## config.mk

```make
export PLATFORM = sky130hd
export DESIGN_NAME = l1d_bank_port_arb_flat
export DESIGN_NICKNAME = d
export VERILOG_FILES = /design/src/rtl/l1d_bank_port_arb_if.sv /design/src/rtl/l1d_bank_port_arb.sv /design/src/flat_wrapper.sv
export SDC_FILE = /design/constraint.sdc
export NUM_CORES = 1
export LEC_CHECK = 0
export ABC_AREA = 1
export BUFFER_PORTS_ARGS = -buffer_cell sky130_fd_sc_hd__buf_2
export CORE_MARGIN = 8
export CORE_UTILIZATION = 35
export CTS_CLUSTER_DIAMETER = 50
export DETAILED_ROUTE_END_ITERATION = 10
export GPL_TIMING_DRIVEN = 0
export PLACE_DENSITY = 0.68
export SLEW_MARGIN = 20
export SYNTH_ARGS = -nofsm -noshare
export SYNTH_HDL_FRONTEND = slang
export SYNTH_SLANG_ARGS = --single-unit
```

## constraint.sdc

```tcl
create_clock -name clk -period 4.5 [get_ports clk]
set_clock_uncertainty 0.15 [all_clocks]
set_input_delay 0.45 -clock clk [delete_from_list [all_inputs] [get_ports clk]]
set_output_delay 0.45 -clock clk [all_outputs]
set_load 0.005 [all_outputs]
```

## src/rtl/l1d_bank_port_arb_if.sv

```systemverilog
// Request/response bundle between the requester queues and the L1D bank port arbiter.
// master = requester/bank side, slave = arbiter.
interface l1d_bank_port_arb_if #(
  parameter int N_REQ     = 4,
  parameter int PAYLOAD_W = 64
);
  localparam int IDX_W = $clog2(N_REQ);

  logic [N_REQ-1:0]           req_vld_i;
  logic [N_REQ-1:0]           req_lock_i;
  logic [N_REQ*PAYLOAD_W-1:0] req_payload_i;
  logic [N_REQ-1:0]           req_rdy_o;
  logic                       out_vld_o;
  logic [PAYLOAD_W-1:0]       out_payload_o;
  logic [IDX_W-1:0]           out_src_o;
  logic                       out_rdy_i;
  logic                       locked_o;

  modport master (
    output req_vld_i, req_lock_i, req_payload_i, out_rdy_i,
    input  req_rdy_o, out_vld_o, out_payload_o, out_src_o, locked_o
  );

  modport slave (
    input  req_vld_i, req_lock_i, req_payload_i, out_rdy_i,
    output req_rdy_o, out_vld_o, out_payload_o, out_src_o, locked_o
  );
endinterface

```

## src/rtl/l1d_bank_port_arb.sv

```systemverilog
// Round-robin L1D bank port arbiter with lockable multi-beat grants and a single registered output stage.
// Optional: L1D_ARB_REQ0_PRIO_EN gives requester 0 (refill) fixed priority outside of locks.
module l1d_bank_port_arb #(
  parameter int N_REQ     = 4,
  parameter int PAYLOAD_W = 64,
  parameter int IDX_W     = $clog2(N_REQ)
) (
  input logic clk,
  input logic rstn,
  l1d_bank_port_arb_if.slave bus
);

  logic                 r_out_vld;
  logic [PAYLOAD_W-1:0] r_out_payload;
  logic [IDX_W-1:0]     r_out_src;
  logic                 r_locked;
  logic [IDX_W-1:0]     r_lock_idx;
  logic [IDX_W-1:0]     r_rr_ptr;

  logic [N_REQ-1:0]     w_lock_oh;
  logic [N_REQ-1:0]     w_elig;
  logic [N_REQ-1:0]     w_rdy;
  logic [IDX_W-1:0]     w_scan [N_REQ];
  logic [PAYLOAD_W-1:0] w_pay  [N_REQ];
  logic [IDX_W-1:0]     w_win;
  logic [IDX_W-1:0]     w_next_ptr;
  logic                 w_found;
  logic                 w_can_accept;
  logic                 w_accept;

  // w_scan[k] is the k-th index visited from rr_ptr, wrapped without a divider
  for (genvar k = 0; k < N_REQ; k++) begin : g_scan
    logic [IDX_W:0] w_sum;
    assign w_sum     = {1'b0, r_rr_ptr} + (IDX_W+1)'(k);
    assign w_scan[k] = (w_sum >= (IDX_W+1)'(N_REQ)) ? IDX_W'(w_sum - (IDX_W+1)'(N_REQ))
                                                     : IDX_W'(w_sum);
    assign w_pay[k]  = bus.req_payload_i[k*PAYLOAD_W +: PAYLOAD_W];
  end

  always_comb begin
    w_lock_oh             = '0;
    w_lock_oh[r_lock_idx] = 1'b1;
  end

  assign w_elig       = r_locked ? (bus.req_vld_i & w_lock_oh) : bus.req_vld_i;
  assign w_can_accept = ~r_out_vld | bus.out_rdy_i;

  // descending walk so the nearest eligible index after rr_ptr is the last one written
  always_comb begin
    w_found = 1'b0;
    w_win   = '0;
    for (int k = N_REQ-1; k >= 0; k--) begin
      if (w_elig[w_scan[k]]) begin
        w_found = 1'b1;
        w_win   = w_scan[k];
      end
    end
`ifdef L1D_ARB_REQ0_PRIO_EN
    if (w_elig[0]) begin
      w_found = 1'b1;
      w_win   = '0;
    end
`endif
  end

  always_comb begin
    w_rdy = '0;
    if (rstn && w_can_accept && w_found) w_rdy[w_win] = 1'b1;
  end

  assign w_accept   = |(bus.req_vld_i & w_rdy);
  assign w_next_ptr = (w_win == IDX_W'(N_REQ-1)) ? '0 : w_win + IDX_W'(1);

  always_ff @(posedge clk) begin
    if (!rstn) begin
      r_out_vld     <= 1'b0;
      r_out_payload <= '0;
      r_out_src     <= '0;
      r_locked      <= 1'b0;
      r_lock_idx    <= '0;
      r_rr_ptr      <= '0;
    end else if (w_accept) begin
      r_out_vld     <= 1'b1;
      r_out_payload <= w_pay[w_win];
      r_out_src     <= w_win;
      r_locked      <= bus.req_lock_i[w_win];
      if (bus.req_lock_i[w_win]) r_lock_idx <= w_win;
`ifdef L1D_ARB_REQ0_PRIO_EN
      // a refill grant does not consume the round-robin turn
      if (w_win != '0) r_rr_ptr <= w_next_ptr;
`else
      r_rr_ptr      <= w_next_ptr;
`endif
    end else if (bus.out_rdy_i) begin
      r_out_vld     <= 1'b0;
    end
  end

  assign bus.req_rdy_o     = w_rdy;
  assign bus.out_vld_o     = r_out_vld;
  assign bus.out_payload_o = r_out_payload;
  assign bus.out_src_o     = r_out_src;
  assign bus.locked_o      = r_locked;

endmodule

```

## src/flat_wrapper.sv

```systemverilog
// flat-port wrapper written by rule: the top's interface ports become plain ports
module l1d_bank_port_arb_flat 
#(
  parameter int N_REQ     = 4,
  parameter int PAYLOAD_W = 64,
  parameter int IDX_W     = $clog2(N_REQ)
)
  (clk, rstn, bus_req_vld_i, bus_req_lock_i, bus_req_payload_i, bus_out_rdy_i, bus_req_rdy_o, bus_out_vld_o, bus_out_payload_o, bus_out_src_o, bus_locked_o);
  l1d_bank_port_arb_if #(.N_REQ(N_REQ), .PAYLOAD_W(PAYLOAD_W)) bus_i ();
  input logic clk;
  input logic rstn;
  input wire logic [$bits(bus_i.req_vld_i)-1:0] bus_req_vld_i;
  input wire logic [$bits(bus_i.req_lock_i)-1:0] bus_req_lock_i;
  input wire logic [$bits(bus_i.req_payload_i)-1:0] bus_req_payload_i;
  input wire logic [$bits(bus_i.out_rdy_i)-1:0] bus_out_rdy_i;
  output wire logic [$bits(bus_i.req_rdy_o)-1:0] bus_req_rdy_o;
  output wire logic [$bits(bus_i.out_vld_o)-1:0] bus_out_vld_o;
  output wire logic [$bits(bus_i.out_payload_o)-1:0] bus_out_payload_o;
  output wire logic [$bits(bus_i.out_src_o)-1:0] bus_out_src_o;
  output wire logic [$bits(bus_i.locked_o)-1:0] bus_locked_o;
  assign bus_i.req_vld_i = bus_req_vld_i;
  assign bus_i.req_lock_i = bus_req_lock_i;
  assign bus_i.req_payload_i = bus_req_payload_i;
  assign bus_i.out_rdy_i = bus_out_rdy_i;
  assign bus_req_rdy_o = bus_i.req_rdy_o;
  assign bus_out_vld_o = bus_i.out_vld_o;
  assign bus_out_payload_o = bus_i.out_payload_o;
  assign bus_out_src_o = bus_i.out_src_o;
  assign bus_locked_o = bus_i.locked_o;
  l1d_bank_port_arb #(.N_REQ(N_REQ), .PAYLOAD_W(PAYLOAD_W), .IDX_W(IDX_W)) u_core (.clk(clk), .rstn(rstn), .bus(bus_i));
endmodule
```

==> flow_metrics.py <==
metrics = {
    "synth": {
        "synth_top_cell_by_area": "dfxtp_1",
        "synth_ff_type": "dfxtp_1",
        "synth_top_family_by_area": "simple AND/OR/NAND/NOR gates",
        "yosysWarnings": 0,
        "yosysMostFrequentCell": "nand2_1",
        "synthTopCellsByCount": "nand2_1, inv_1, o21ai_0",
        "netlist.area_leader.share_pct": 26.9,
        "synth_edf_count": 0,
        "yosys.area_share.xor_xnor_pct": 0.163,
        "synth.cell_area_um2": 5360,
        "synthAdderAreaFrac_pct": 0.234,
        "netlist_top_cells_area": "dfxtp_1, nand2_1, inv_1",
        "synth-simple-area-share_pct": 32.9,
        "syn_inst": 958,
        "synth_compound_area_share_pct": 21.6,
        "syn_nets": 1226,
        "ys_seq_area_share_pct": 26.9,
        "netlist-cell-type-count": 24,
        "async_flop_share_pct": 0,
        "syn_area_per_cell_um2": 5.59,
        "ys_ff_latch": 72,
        "yosys-mux-area-fraction_pct": 0,
    },
    "placed_design": {
        "place.gp.congestion": 0.897,
        "io_buffers": 338,
        "dp_hpwl_um": 19800,
    },
    "worst_setup_path": {
        "critPathCaptureType": "flip-flop",
        "worstPathRequired_ps": 4560,
        "crit_fanout": 10,
        "rrSetupSlack_ps": 590,
        "cp-start-kind": "flip-flop",
        "critPathKind": "reg2reg",
        "crit_arrival_ps": 3970,
    },
    "pwr": {
        "finalPower_mw": 5.03,
        "power_per_cell_area_nw_per_um2": 662,
        "p_leak_nw": 4.52,
        "peakVddDrop_mv": 0.233,
    },
    "floorplanning": {
        "die_x_um": 140,
        "initial_core_util_pct": 35.5,
        "dieArea_um2": 19500,
        "rows": 45,
        "die_h_um": 140,
        "ioPinCount": 339,
        "fp.coreArea_um2": 15100,
    },
    "sta": {
        "slew_headroom_pct": 57.1,
        "worst_pin_slew_ps": 643,
        "setup-tns-final_ps": 0,
        "rsz0062_at_grt": "false",
        "fin_crit_ps": 3910,
        "setup_viol": 0,
        "period_share_pct": 86.8,
        "hold_viol": 0,
        "slew_viol_final": 0,
        "fmax_ghz": 0.256,
    },
    "route": {
        "num_vias": 7232,
        "first_iter_violations": 444,
        "drc_errors": 0,
        "ant_nets": 0,
        "routed_wl_um": 24400,
        "via_per_inst": 4.82,
        "dr.pass1.iters": 5,
        "wire_per_inst_um": 16.2,
    },
    "final_layout": {
        "nets": 1575,
        "drive_above_1_share_pct": 30.4,
        "fill_cells": 1691,
        "syn2layout_area_growth_pct": 41.8,
    },
    "global_route": {
        "grt_pass1_vias": 7017,
        "grt_pass1_wl_um": 37300,
        "grt_max_degree": 12,
        "grt.overflow.total": 0,
        "grtUsageTotal_pct": 24.0,
        "antenna_found_initial": 2,
    },
    "clocking": {
        "clk_pin_slew_worst_paths_ps": 60,
        "clock_path_buffers": 2,
        "root_buffer": "clkbuf_16",
        "post_cts_resized": 0,
        "cts_setup_buffers": 0,
        "clkSinkCount": 72,
        "htreeDepth": 3,
        "cts_hold_buf": 0,
        "clock_latency_ps": 340,
        "tritoncts": "built",
        "cts_made_buffers": 9,
    },
    "status": {
        "status": "completed",
    },
    "hold_path": {
        "hp-class": "in2reg",
    },
    "flow_run": {
        "drv_cap": 0,
    },
}
[registers in the layout, indices dropped and copies added, names as in the netlist]
signal,cells
u_core.bus.locked_o,1
u_core.r_lock_idx,2
u_core.bus.out_vld_o,1
u_core.r_rr_ptr,2
u_core.bus.out_payload_o,64
u_core.bus.out_src_o,2
[critical path, cell delays in order, from the launching register on]
cell	delay [ps]
dfxtp_1	380
inv_1	80
nand2_1	60
nand2_1	60
nand3_1	70
nand2_1	80
nand2_1	90
nand2_1	80
nand3_1	110
nand3_1	120
buf_4	210
nand2_4	100
buf_2	250
buf_2	290
ha_1	230
nor3b_1	340
nand2_1	180
nand3_4	200
clkbuf_1	420
nand3_1	150
nand2_1	90
nor2_1	40
[worst paths after layout]
kind,start,to,cells past startpoint
setup / recovery,u_core.r_lock_idx[0],u_core.r_lock_idx[0],21
hold / removal,bus_req_payload_i[179],u_core.bus.out_payload_o[51],5
setup reg to reg,u_core.r_lock_idx[0],u_core.r_lock_idx[0],21
hold reg to reg,u_core.bus.out_payload_o[36],u_core.bus.out_payload_o[36],2
[logic make-up after synthesis]
kind of cell | count (synthesis)
buf+inv | 240
fa+ha+maj | 1
compound gates | 230
simple gates | 414
xor+xnor | 1
flops | 72
[metrics by stage]
stage | setup slack (ps) | hold WS (ps) | std cells | cell area (um^2) | utilization (%)
2_1_floorplan | 1510 | 306 | 958 | 5360 | -
3_3_place_gp | 575 | 296 | 1484 | 7280 | 48.3
3_5_place_dp | 651 | 299 | 1484 | 7280 | 48.3
4_1_cts | 663 | 283 | 1499 | 7590 | 50.3
5_1_grt | 301 | 311 | 1501 | 7600 | 50.3
6_report | 592 | 301 | 1501 | 7600 | 50.3
[final cells by class]
type                    count  area [um^2]  area share, %
diodes                      2         5.00         0.0659
multi-input cells         646         2940           38.7
clock buffers              13          270           3.56
repair buffers            338         1690           22.3
well taps                 188          235           3.10
inverters                 173          649           8.55
clock inverters             2         37.5          0.494
flip-flops and latches     72         1440           19.0
plain buffers              67          324           4.27
[report_power, final]
group	total, mW	switching (mW)	internal (mW)
logic	3.34	2.18	1.16
registers	0.940	0.100	0.840
clock network	0.751	0.279	0.472
total	5.03	2.56	2.47
[layer usage]
layer  GRT usage [%]  vias to the layer above  routed length [um]
li1                -                     3680                   -
met2            41.8                      248               12100
met3            5.06                       27                1370
met1            29.0                     3277               10500
met4            7.31                        0                 422
met5               0                        -                   0
[cells in the final DEF (no fill, tap or decap)]
| cell type | count |
|---|---|
| nor3b_1 | 1 |
| nand3b_1 | 25 |
| inv_2 | 6 |
| a21oi_1 | 107 |
| nand3_1 | 67 |
| o21bai_1 | 1 |
| clkinvlp_4 | 1 |
| buf_4 | 8 |
| nand3_4 | 1 |
| clkbuf_16 | 9 |
| nor2_1 | 89 |
| inv_1 | 167 |
| clkbuf_1 | 28 |
| ha_1 | 1 |
| nand4_1 | 1 |
| a21boi_2 | 1 |
| diode_2 | 2 |
| o21ai_1 | 3 |
| buf_6 | 1 |
| clkbuf_8 | 3 |
| xor2_1 | 1 |
| nand2_1 | 228 |
| buf_2 | 366 |
| dfxtp_1 | 72 |
| nand2_4 | 1 |
| nand2_2 | 1 |
| o21ai_0 | 118 |
| bufinv_16 | 1 |
| buf_1 | 3 |
Power figures use the tool's default switching activity.
